**src/rtl/fsqrt_arbiter.sv**
```systemverilog
// fsqrt_arbiter: shares one 3-stage pipelined square-root unit among NREQ
// requesters. Round-robin grant (one per cycle), requester tag and IEEE
// special-case bypass travel alongside the datapath, and results are queued
// in a show-ahead FIFO whose occupancy gates issue so the pipe never stalls.
//
// Ports:
//   clk, rst        clock, asynchronous active-high reset
//   req_valid[i]    requester i has an operand on req_data[32i+31:32i]
//   req_ready[i]    one-hot grant (transfer = req_valid & req_ready)
//   res_valid/ready FIFO head handshake
//   res_data/res_id result and index of the requester that issued it
//   busy            anything in flight or queued

// Fixed-latency square root of positive normal floats. Inputs that are not
// positive normals produce don't-care results and are bypassed by the caller.
// Registers are deliberately not reset.
module fsqrt_unit (
   input  logic        clk,
   input  logic [31:0] a,
   output logic [31:0] s
);
   logic [31:0] a1, r2, r3;
   logic [47:0] rad;
   logic [27:0] rem, trial;
   logic [23:0] root;
   logic [7:0]  exp_h;

   // Odd biased exponent -> even unbiased exponent: radicand is M<<23,
   // otherwise M<<24, so the integer root is always a 24-bit significand.
   always_comb begin
      rad   = {1'b1, a1[22:0], 24'b0} >> a1[23];
      rem   = '0;
      root  = '0;
      trial = '0;
      for (int i = 23; i >= 0; i--) begin
         rem   = {rem[25:0], rad[2*i +: 2]};
         trial = {2'b00, root, 2'b01};
         if (rem >= trial) begin
            rem  = rem - trial;
            root = {root[22:0], 1'b1};
         end else begin
            root = {root[22:0], 1'b0};
         end
      end
      exp_h = 8'(({1'b0, a1[30:23]} + 9'd127) >> 1);
   end

   always_ff @(posedge clk) begin
      a1 <= a;
      r2 <= {a1[31], exp_h, root[23] ? root[22:0] : 23'b0};
      r3 <= r2;
   end

   assign s = r3;
endmodule

module fsqrt_arbiter #(
   parameter int NREQ  = 4,
   parameter int DEPTH = 4,
   parameter int IDW   = $clog2(NREQ)
) (
   input  logic               clk,
   input  logic               rst,
   input  logic [NREQ-1:0]    req_valid,
   input  logic [32*NREQ-1:0] req_data,
   output logic [NREQ-1:0]    req_ready,
   output logic               res_valid,
   input  logic               res_ready,
   output logic [31:0]        res_data,
   output logic [IDW-1:0]     res_id,
   output logic               busy
);
   localparam int PW = $clog2(DEPTH);
   localparam int CW = PW + 1;

   logic [IDW-1:0] ptr, gidx;
   logic           grant, credit;
   logic [31:0]    a, a_last, s, bval;
   logic           byp;

   // tag pipeline, index 2 lines up with s
   logic [2:0]     tv;
   logic [IDW-1:0] tid   [3];
   logic           tbyp  [3];
   logic [31:0]    tbval [3];

   logic [CW-1:0]     count;
   logic [PW-1:0]     wr_ptr, rd_ptr;
   logic [32+IDW-1:0] mem [DEPTH];
   logic              push, pop;
   logic [31:0]       push_data;

   // A pop in this cycle is not credited: it frees a slot only next cycle.
   assign credit = (int'(count) + int'(tv[0]) + int'(tv[1]) + int'(tv[2])) < DEPTH;

   always_comb begin
      int j;
      j         = 0;
      grant     = 1'b0;
      gidx      = '0;
      req_ready = '0;
      if (credit && !rst) begin
         for (int k = 0; k < NREQ; k++) begin
            j = int'(ptr) + k;
            if (j >= NREQ) j = j - NREQ;
            if (!grant && req_valid[j]) begin
               grant = 1'b1;
               gidx  = IDW'(j);
            end
         end
      end
      if (grant) req_ready[gidx] = 1'b1;
   end

   // Idle cycles re-present the last operand; their outputs are never tagged.
   assign a = grant ? req_data[int'(gidx)*32 +: 32] : a_last;

   always_comb begin
      byp  = 1'b1;
      bval = '0;
      if (a[30:23] == 8'h00)
         bval = {a[31], 31'b0};
      else if (a[30:23] == 8'hFF && a[22:0] == 23'b0 && !a[31])
         bval = 32'h7F80_0000;
      else if (a[30:23] == 8'hFF || a[31])
         bval = 32'h7FC0_0000;
      else
         byp = 1'b0;
   end

   fsqrt_unit u_fsqrt (.clk(clk), .a(a), .s(s));

   assign push      = tv[2];
   assign push_data = tbyp[2] ? tbval[2] : s;
   assign pop       = res_valid & res_ready;

   always_ff @(posedge clk or posedge rst) begin
      if (rst) begin
         ptr    <= '0;
         a_last <= '0;
         tv     <= '0;
         for (int i = 0; i < 3; i++) begin
            tid[i]   <= '0;
            tbyp[i]  <= 1'b0;
            tbval[i] <= '0;
         end
         count  <= '0;
         wr_ptr <= '0;
         rd_ptr <= '0;
      end else begin
         if (grant) begin
            ptr    <= (gidx == IDW'(NREQ-1)) ? '0 : gidx + IDW'(1);
            a_last <= a;
         end
         tv       <= {tv[1:0], grant};
         tid[0]   <= gidx;
         tbyp[0]  <= byp;
         tbval[0] <= bval;
         for (int i = 1; i < 3; i++) begin
            tid[i]   <= tid[i-1];
            tbyp[i]  <= tbyp[i-1];
            tbval[i] <= tbval[i-1];
         end
         if (push) wr_ptr <= wr_ptr + PW'(1);
         if (pop)  rd_ptr <= rd_ptr + PW'(1);
         case ({push, pop})
            2'b10:   count <= count + CW'(1);
            2'b01:   count <= count - CW'(1);
            default: count <= count;
         endcase
      end
   end

   // Storage only; validity is tracked by count and pointers.
   always_ff @(posedge clk)
      if (push) mem[wr_ptr] <= {push_data, tid[2]};

   assign res_valid = (count != '0);
   assign res_data  = res_valid ? mem[rd_ptr][32+IDW-1:IDW] : '0;
   assign res_id    = res_valid ? mem[rd_ptr][IDW-1:0] : '0;
   assign busy      = (|tv) | res_valid;
endmodule

```
**config.mk**
```make
export PLATFORM = sky130hd
export DESIGN_NAME = fsqrt_arbiter
export DESIGN_NICKNAME = d
export VERILOG_FILES = /design/src/rtl/fsqrt_arbiter.sv
export SDC_FILE = /design/constraint.sdc
export NUM_CORES = 1
export LEC_CHECK = 0
export CORE_MARGIN = 2
export CORE_UTILIZATION = 58
export CTS_BUF_LIST = sky130_fd_sc_hd__clkbuf_4
export DETAILED_ROUTE_END_ITERATION = 16
export MAX_ROUTING_LAYER = met4
export PLACE_DENSITY = 0.78
export SLEW_MARGIN = 25
export SYNTH_ARGS = -nofsm -noshare
export SYNTH_HDL_FRONTEND = slang
export SYNTH_SLANG_ARGS = --single-unit
```
**constraint.sdc**
```tcl
create_clock -name clk -period 73.5 [get_ports clk]
set_clock_uncertainty 0.2 [all_clocks]
set_input_delay 14.7 -clock clk [delete_from_list [all_inputs] [get_ports clk]]
set_output_delay 14.7 -clock clk [all_outputs]
set_load 0.01 [all_outputs]
```
==> results.sh, run 1 <==
export IMPL_stdcell_count=5560
export IMPL_die_h_um=249.9
export IMPL_ys_top_cells_by_area="edfxtp_1, ha_1, a21oi_1"
export IMPL_grt_overflow=0
export IMPL_syn_avg_cell_area_um2=7.919
export IMPL_antenna_found_initial=4
export IMPL_status="finished clean"
export IMPL_routedWlPerCell_um=20.06
export IMPL_final_util=0.6681
export IMPL_worstPathRequired_ns=73.82
export IMPL_cts_hold_buf=0
export IMPL_highest_layer="met4"
export IMPL_r2r_start="u_fsqrt.a1[23]"
export IMPL_place_congestion=1.011
export IMPL_cp_startpoint="u_fsqrt.a1[23]"
export IMPL_ys_warn_count=0
export IMPL_worstMarginPinSlew_ns=1.026
export IMPL_cp_common_cell="o21bai_1"
export IMPL_die_area_um2=62430
export IMPL_fin_crit_sh=0.9400
export IMPL_area_delta_synth_final_pct=14.38
export IMPL_hold_violations=0
export IMPL_cap_viol_max_count=0
export IMPL_cp_start_kind="flop"
export IMPL_port_buffers=174
export IMPL_firstDrtPassIters=7
export IMPL_r2r_cells=393
export IMPL_wl_met1_um=48780
export IMPL_rr_endpoint="u_fsqrt.r2[0]"
export IMPL_dp_cells=5389
export IMPL_row_count=90
export IMPL_clock_path_buffers=3
export IMPL_syn_area_um2=35060
export IMPL_pin_count=175
export IMPL_hpwl_um=85580
export IMPL_synth_yosys_seq_area_share=0.2156
export IMPL_postRouteAntennaNets=0
export IMPL_fin_nets=5166
export IMPL_htreeDepth=3
export IMPL_setup_viol=0
export IMPL_yosysMostFrequentCell="nand2_1"
export IMPL_finalMaxSlewViolations=0
export IMPL_start_util=0.5841
export IMPL_worst_setup_path_end_kind="flop"
export IMPL_clock_sinks=294
export IMPL_path_clk_slew_ns=0.09
export IMPL_grt_pass1_vias=33110
export IMPL_die_width_um=249.9
export IMPL_whs_endpoint="u_fsqrt.s[2]"
export IMPL_async_reset_ff_frac=0.2109
export IMPL_met3WireLength_um=8771
export IMPL_fmax_mhz=14.47
export IMPL_track_usage=0.3501
export IMPL_maxSlewHeadroom=0.3101
export IMPL_cp_data_arrival_time_ns=69.41
export IMPL_critPathMaxFanout=33
export IMPL_clockRootBuffer="clkbuf_4"
export IMPL_drt_initial_drc_count=3440
export IMPL_crit_path_max_incr_delay_ns=0.57
export IMPL_period_needed_ns=69.09
export IMPL_met2_length_um=50900
export IMPL_min_delay_start="u_fsqrt.r2[2]"
export IMPL_netlist_instances=4427
export IMPL_routed_wl_um=111500
export IMPL_ys_ff_latch=294
export IMPL_grt_pass1_wl_um=175000
export IMPL_slowest_stage="or4_4"
export IMPL_hold_path_class="reg -> reg"
export IMPL_via_per_inst=6.462
export IMPL_synth_cell_type_count=137
export IMPL_cts_tree="yes"
export IMPL_synth_commonest_cells="nand2_1, a21oi_1, nor2_1"
export IMPL_layout_drive_gt1_share=0.1294
export IMPL_synth_top_area_share=0.1165
export IMPL_reg2reg_slack_ns=4.41
export IMPL_synth_ff_type="edfxtp_1"
export IMPL_worstSetupPathType="reg -> reg"
export IMPL_synth_edff_count=136
export IMPL_grt_max_degree=75
export IMPL_clock_latency_ns=0.68
export IMPL_yosys_area_top_type="edfxtp_1"
export IMPL_num_fill_cells=5106
export IMPL_route_detailed_drc=0
export IMPL_core_um2=60020
export IMPL_vias=35930
export IMPL_hold_depth=0
export IMPL_numCtsBuffers=73
## registers in the layout (all words and copies together) (netlist names), 3 cells and up
register / cells
tid: 6
u_fsqrt.s: 32
u_fsqrt.r2: 32
count: 3
mem: 136
u_fsqrt.a1: 32
tbval: 9
tv: 3
a_last: 32
tbyp: 3
## per-layer routing
layer  GRT usage  vias to the layer above
met2      0.5542                     1609
met5           -                        -
li1            -                    17120
met4     0.09621                        0
met1      0.4759                    17000
met3     0.03682                      201
## per-stage QoR
stage	hold WS, ns	TNS (ns)	setup WS (ns)	area [um2]
3_5_place_dp	0.1121	-1.039	-1.039	38240
5_1_grt	0.1200	-0.7167	-0.7167	40100
3_3_place_gp	0.1096	0	1.748	38240
6_report	0.1164	0	4.410	40100
4_1_cts	0.1167	0	0.02330	39370
2_1_floorplan	0.1096	0	0.01866	35200
## worst max path at each step
stage,end,slack [ns],cells after the start
6_report,u_fsqrt.r2[0],4.41,393
5_1_grt,u_fsqrt.r2[0],-0.72,396
4_1_cts,u_fsqrt.r2[0],0.02,394
3_5_place_dp,u_fsqrt.r2[0],-1.04,393
3_3_place_gp,u_fsqrt.r2[0],1.75,393
2_1_floorplan,u_fsqrt.r2[0],0.02,419
## layout by cell type, fill, tap and decap left out, types with 113 or more instances in the layout
master and instances:
xnor2_1 214, a21oi_1 390, nor2_1 335, inv_1 209, clkdlybuf4s50_1 174, o21bai_1 126, nand3_1 118, o21ai_0 240
clkbuf_4 113, edfxtp_1 136, ha_1 305, nand2_1 477, buf_4 166
## worst max-delay path: cells and delay by family (launching register included)
kind | cells | cell delay [ns]
flops | 1 | 0.41
mux | 11 | 3.18
buf+inv | 36 | 4.61
compound gates | 240 | 38.03
simple gates | 75 | 14.60
fa+ha+maj | 30 | 7.51
xor+xnor | 1 | 0.19
## kinds of logic (layout without fill, tap and decap cells)
group | count (synthesis) | in the layout | synth area share
flip-flops | 294 | 294 | 0.2156
other | 2 | 28 | 0.0002142
AO/OA/AOI/OAI | 1457 | 1458 | 0.2764
adder cells (fa/ha/maj) | 312 | 312 | 0.1120
XOR/XNOR | 283 | 283 | 0.07092
multiplexers | 158 | 158 | 0.05928
AND/OR/NAND/NOR | 1528 | 1530 | 0.2198
buffers and inverters | 393 | 715 | 0.04576
## layout make-up
cell class              count  area, um2  share of cell area
multi-input cells        3767      26520              0.6613
clock inverters            20      225.2            0.005617
well taps                 782      978.4             0.02440
clock buffers             112      840.8             0.02097
repair buffers            344       3038             0.07576
flip-flops and latches    294       7564              0.1886
diodes                      2      5.005           0.0001248
inverters                 239      929.6             0.02318
## timing repair
action,in CTS,in global routing
endpoints found under the setup margin,1,3
setup buffers,0,34
gates resized for setup,13,116
gates cloned,2,1
pin swaps,1,19
Power of run 1 is left out: the tool's default activity adds up to more than one toggle a clock period on the data nets, which glitch-free logic cannot reach.
==> inputs of run 2 (changes only) <==
--- a/config.mk
+++ b/config.mk
@@ -11,7 +11,7 @@
 export DETAILED_ROUTE_END_ITERATION = 16
 export MAX_ROUTING_LAYER = met4
 export PLACE_DENSITY = 0.78
-export SLEW_MARGIN = 25
+export SLEW_MARGIN = 20
 export SYNTH_ARGS = -nofsm -noshare
 export SYNTH_HDL_FRONTEND = slang
 export SYNTH_SLANG_ARGS = --single-unit
==> run 2 against run 1 <==
Effect of this change: critical path type unchanged; die area unchanged; final cell count about the same; utilization barely moved; largest cell class unchanged; global-route usage unchanged; critical path depth unchanged.
==> results.sh, run 2 (synthesized netlist as in run 1, its figures left out) <==
export IMPL_drt_initial_drc_count=3440
export IMPL_stdcell_count=5559
export IMPL_postRouteAntennaNets=0
export IMPL_via_per_inst=6.460
export IMPL_period_needed_ns=69.10
export IMPL_setup_viol=0
export IMPL_cp_startpoint="u_fsqrt.a1[23]"
export IMPL_largest_reg_flops=136
export IMPL_hpwl_um=85580
export IMPL_area_delta_synth_final_pct=14.36
export IMPL_die_width_um=249.9
export IMPL_crit_path_max_incr_delay_ns=0.57
export IMPL_hold_path_class="reg -> reg"
export IMPL_status="finished clean"
export IMPL_start_util=0.5841
export IMPL_clock_sinks=294
export IMPL_worstPathRequired_ns=73.82
export IMPL_clock_path_buffers=3
export IMPL_fin_crit_sh=0.9401
export IMPL_grt_overflow=0
export IMPL_routed_wl_um=111500
export IMPL_fin_nets=5166
export IMPL_r2r_start="u_fsqrt.a1[23]"
export IMPL_die_h_um=249.9
export IMPL_row_count=90
export IMPL_antenna_found_initial=4
export IMPL_critPathMaxFanout=33
export IMPL_cp_common_cell="o21bai_1"
export IMPL_route_detailed_drc=0
export IMPL_die_area_um2=62430
export IMPL_track_usage=0.3501
export IMPL_layout_drive_gt1_share=0.1292
export IMPL_num_fill_cells=5107
export IMPL_grt_pass1_wl_um=175000
export IMPL_maxSlewHeadroom=0.2670
export IMPL_hold_violations=0
export IMPL_cap_viol_max_count=0
export IMPL_worstMarginPinSlew_ns=1.093
export IMPL_grt_pass1_vias=33110
export IMPL_multiInputGateArea_um2=26510
export IMPL_port_buffers=174
export IMPL_path_clk_slew_ns=0.09
export IMPL_cp_start_kind="flop"
export IMPL_holdWs_ns=0.1164
export IMPL_cts_hold_buf=0
export IMPL_layout_commonest_cell="nand2_1"
export IMPL_worst_setup_path_end_kind="flop"
export IMPL_slowest_stage="or4_4"
export IMPL_finalMaxSlewViolations=0
export IMPL_clock_latency_ns=0.68
export IMPL_clockRootBuffer="clkbuf_4"
export IMPL_dp_cells=5389
export IMPL_worstSetupPathType="reg -> reg"
export IMPL_pin_count=175
export IMPL_core_um2=60020
export IMPL_place_congestion=1.011
export IMPL_min_delay_start="u_fsqrt.r2[2]"
export IMPL_seq_area_um2=7564
export IMPL_htreeDepth=3
export IMPL_final_cell_mix="nand2_1, a21oi_1, nor2_1"
export IMPL_fmax_mhz=14.47
export IMPL_grt_max_degree=75
export IMPL_regMostFlops="mem"
export IMPL_numCtsBuffers=73
export IMPL_cp_data_arrival_time_ns=69.42
export IMPL_tns_ns=0
export IMPL_routedWlPerCell_um=20.06
export IMPL_cts_tree="yes"
export IMPL_vias=35910
export IMPL_firstDrtPassIters=7
[run 2: routing by layer]
layer | up-vias | GRT usage | part of all wire
met5 | - | - | 0
met4 | 0 | 0.09621 | 0.028
met3 | 210 | 0.03682 | 0.078
met2 | 1600 | 0.5542 | 0.46
met1 | 16990 | 0.4759 | 0.44
li1 | 17110 | - | -
[run 2: metrics by stage]
stage / setup slack, ns / area, um2 / utilization
after CTS: 0.02330 / 39370 / 0.6560
after detailed placement: -1.039 / 38240 / 0.6371
final: 4.405 / 40090 / 0.6680
after global routing: -0.7167 / 40090 / 0.6680
after floorplan: 0.01866 / 35200 / -
after global placement: 1.748 / 38240 / 0.6371
[run 2: worst paths after layout]
path | cells past startpoint | end | slack [ns]
worst max-delay path | 393 | u_fsqrt.r2[0] | 4.40
worst min-delay path | 0 | u_fsqrt.s[2] | 0.12
worst max register to register | 393 | u_fsqrt.r2[0] | 4.40
worst min register to register | 0 | u_fsqrt.s[2] | 0.12
max in group asynchronous | 3 | tbval[95] | 58.06
min in group asynchronous | 2 | count[2] | 14.06
[run 2: what timing repair did]
item / 4_1_cts / 5_1_grt
pin swaps: 1 / 19
setup endpoints to repair: 1 / 3
buffers inserted: 0 / 34
resized for setup: 13 / 116
cloned: 2 / 1
endpoints found under the hold margin: 0 / 0
[run 2: area by class of cell]
cell class / count / share of cell area
multi-input cells: 3767 / 0.6613
flip-flops and latches: 294 / 0.1887
repair buffers: 344 / 0.07578
well taps: 782 / 0.02441
inverters: 239 / 0.02319
clock buffers: 112 / 0.02097
clock inverters: 20 / 0.005618
diodes: 1 / 0.00006242
[run 2: critical path, delay by kind of cell, from the launching register on]
kind | cells | cell delay [ns]
AOI/OAI and AO/OA | 240 | 38.07
and+or+nand+nor | 75 | 14.61
adders and majority gates | 30 | 7.50
buffers and inverters | 36 | 4.61
muxes | 11 | 3.18
DFF | 1 | 0.41
xor gates and xnor gates | 1 | 0.20
Power of run 2 is left out for the same reason.
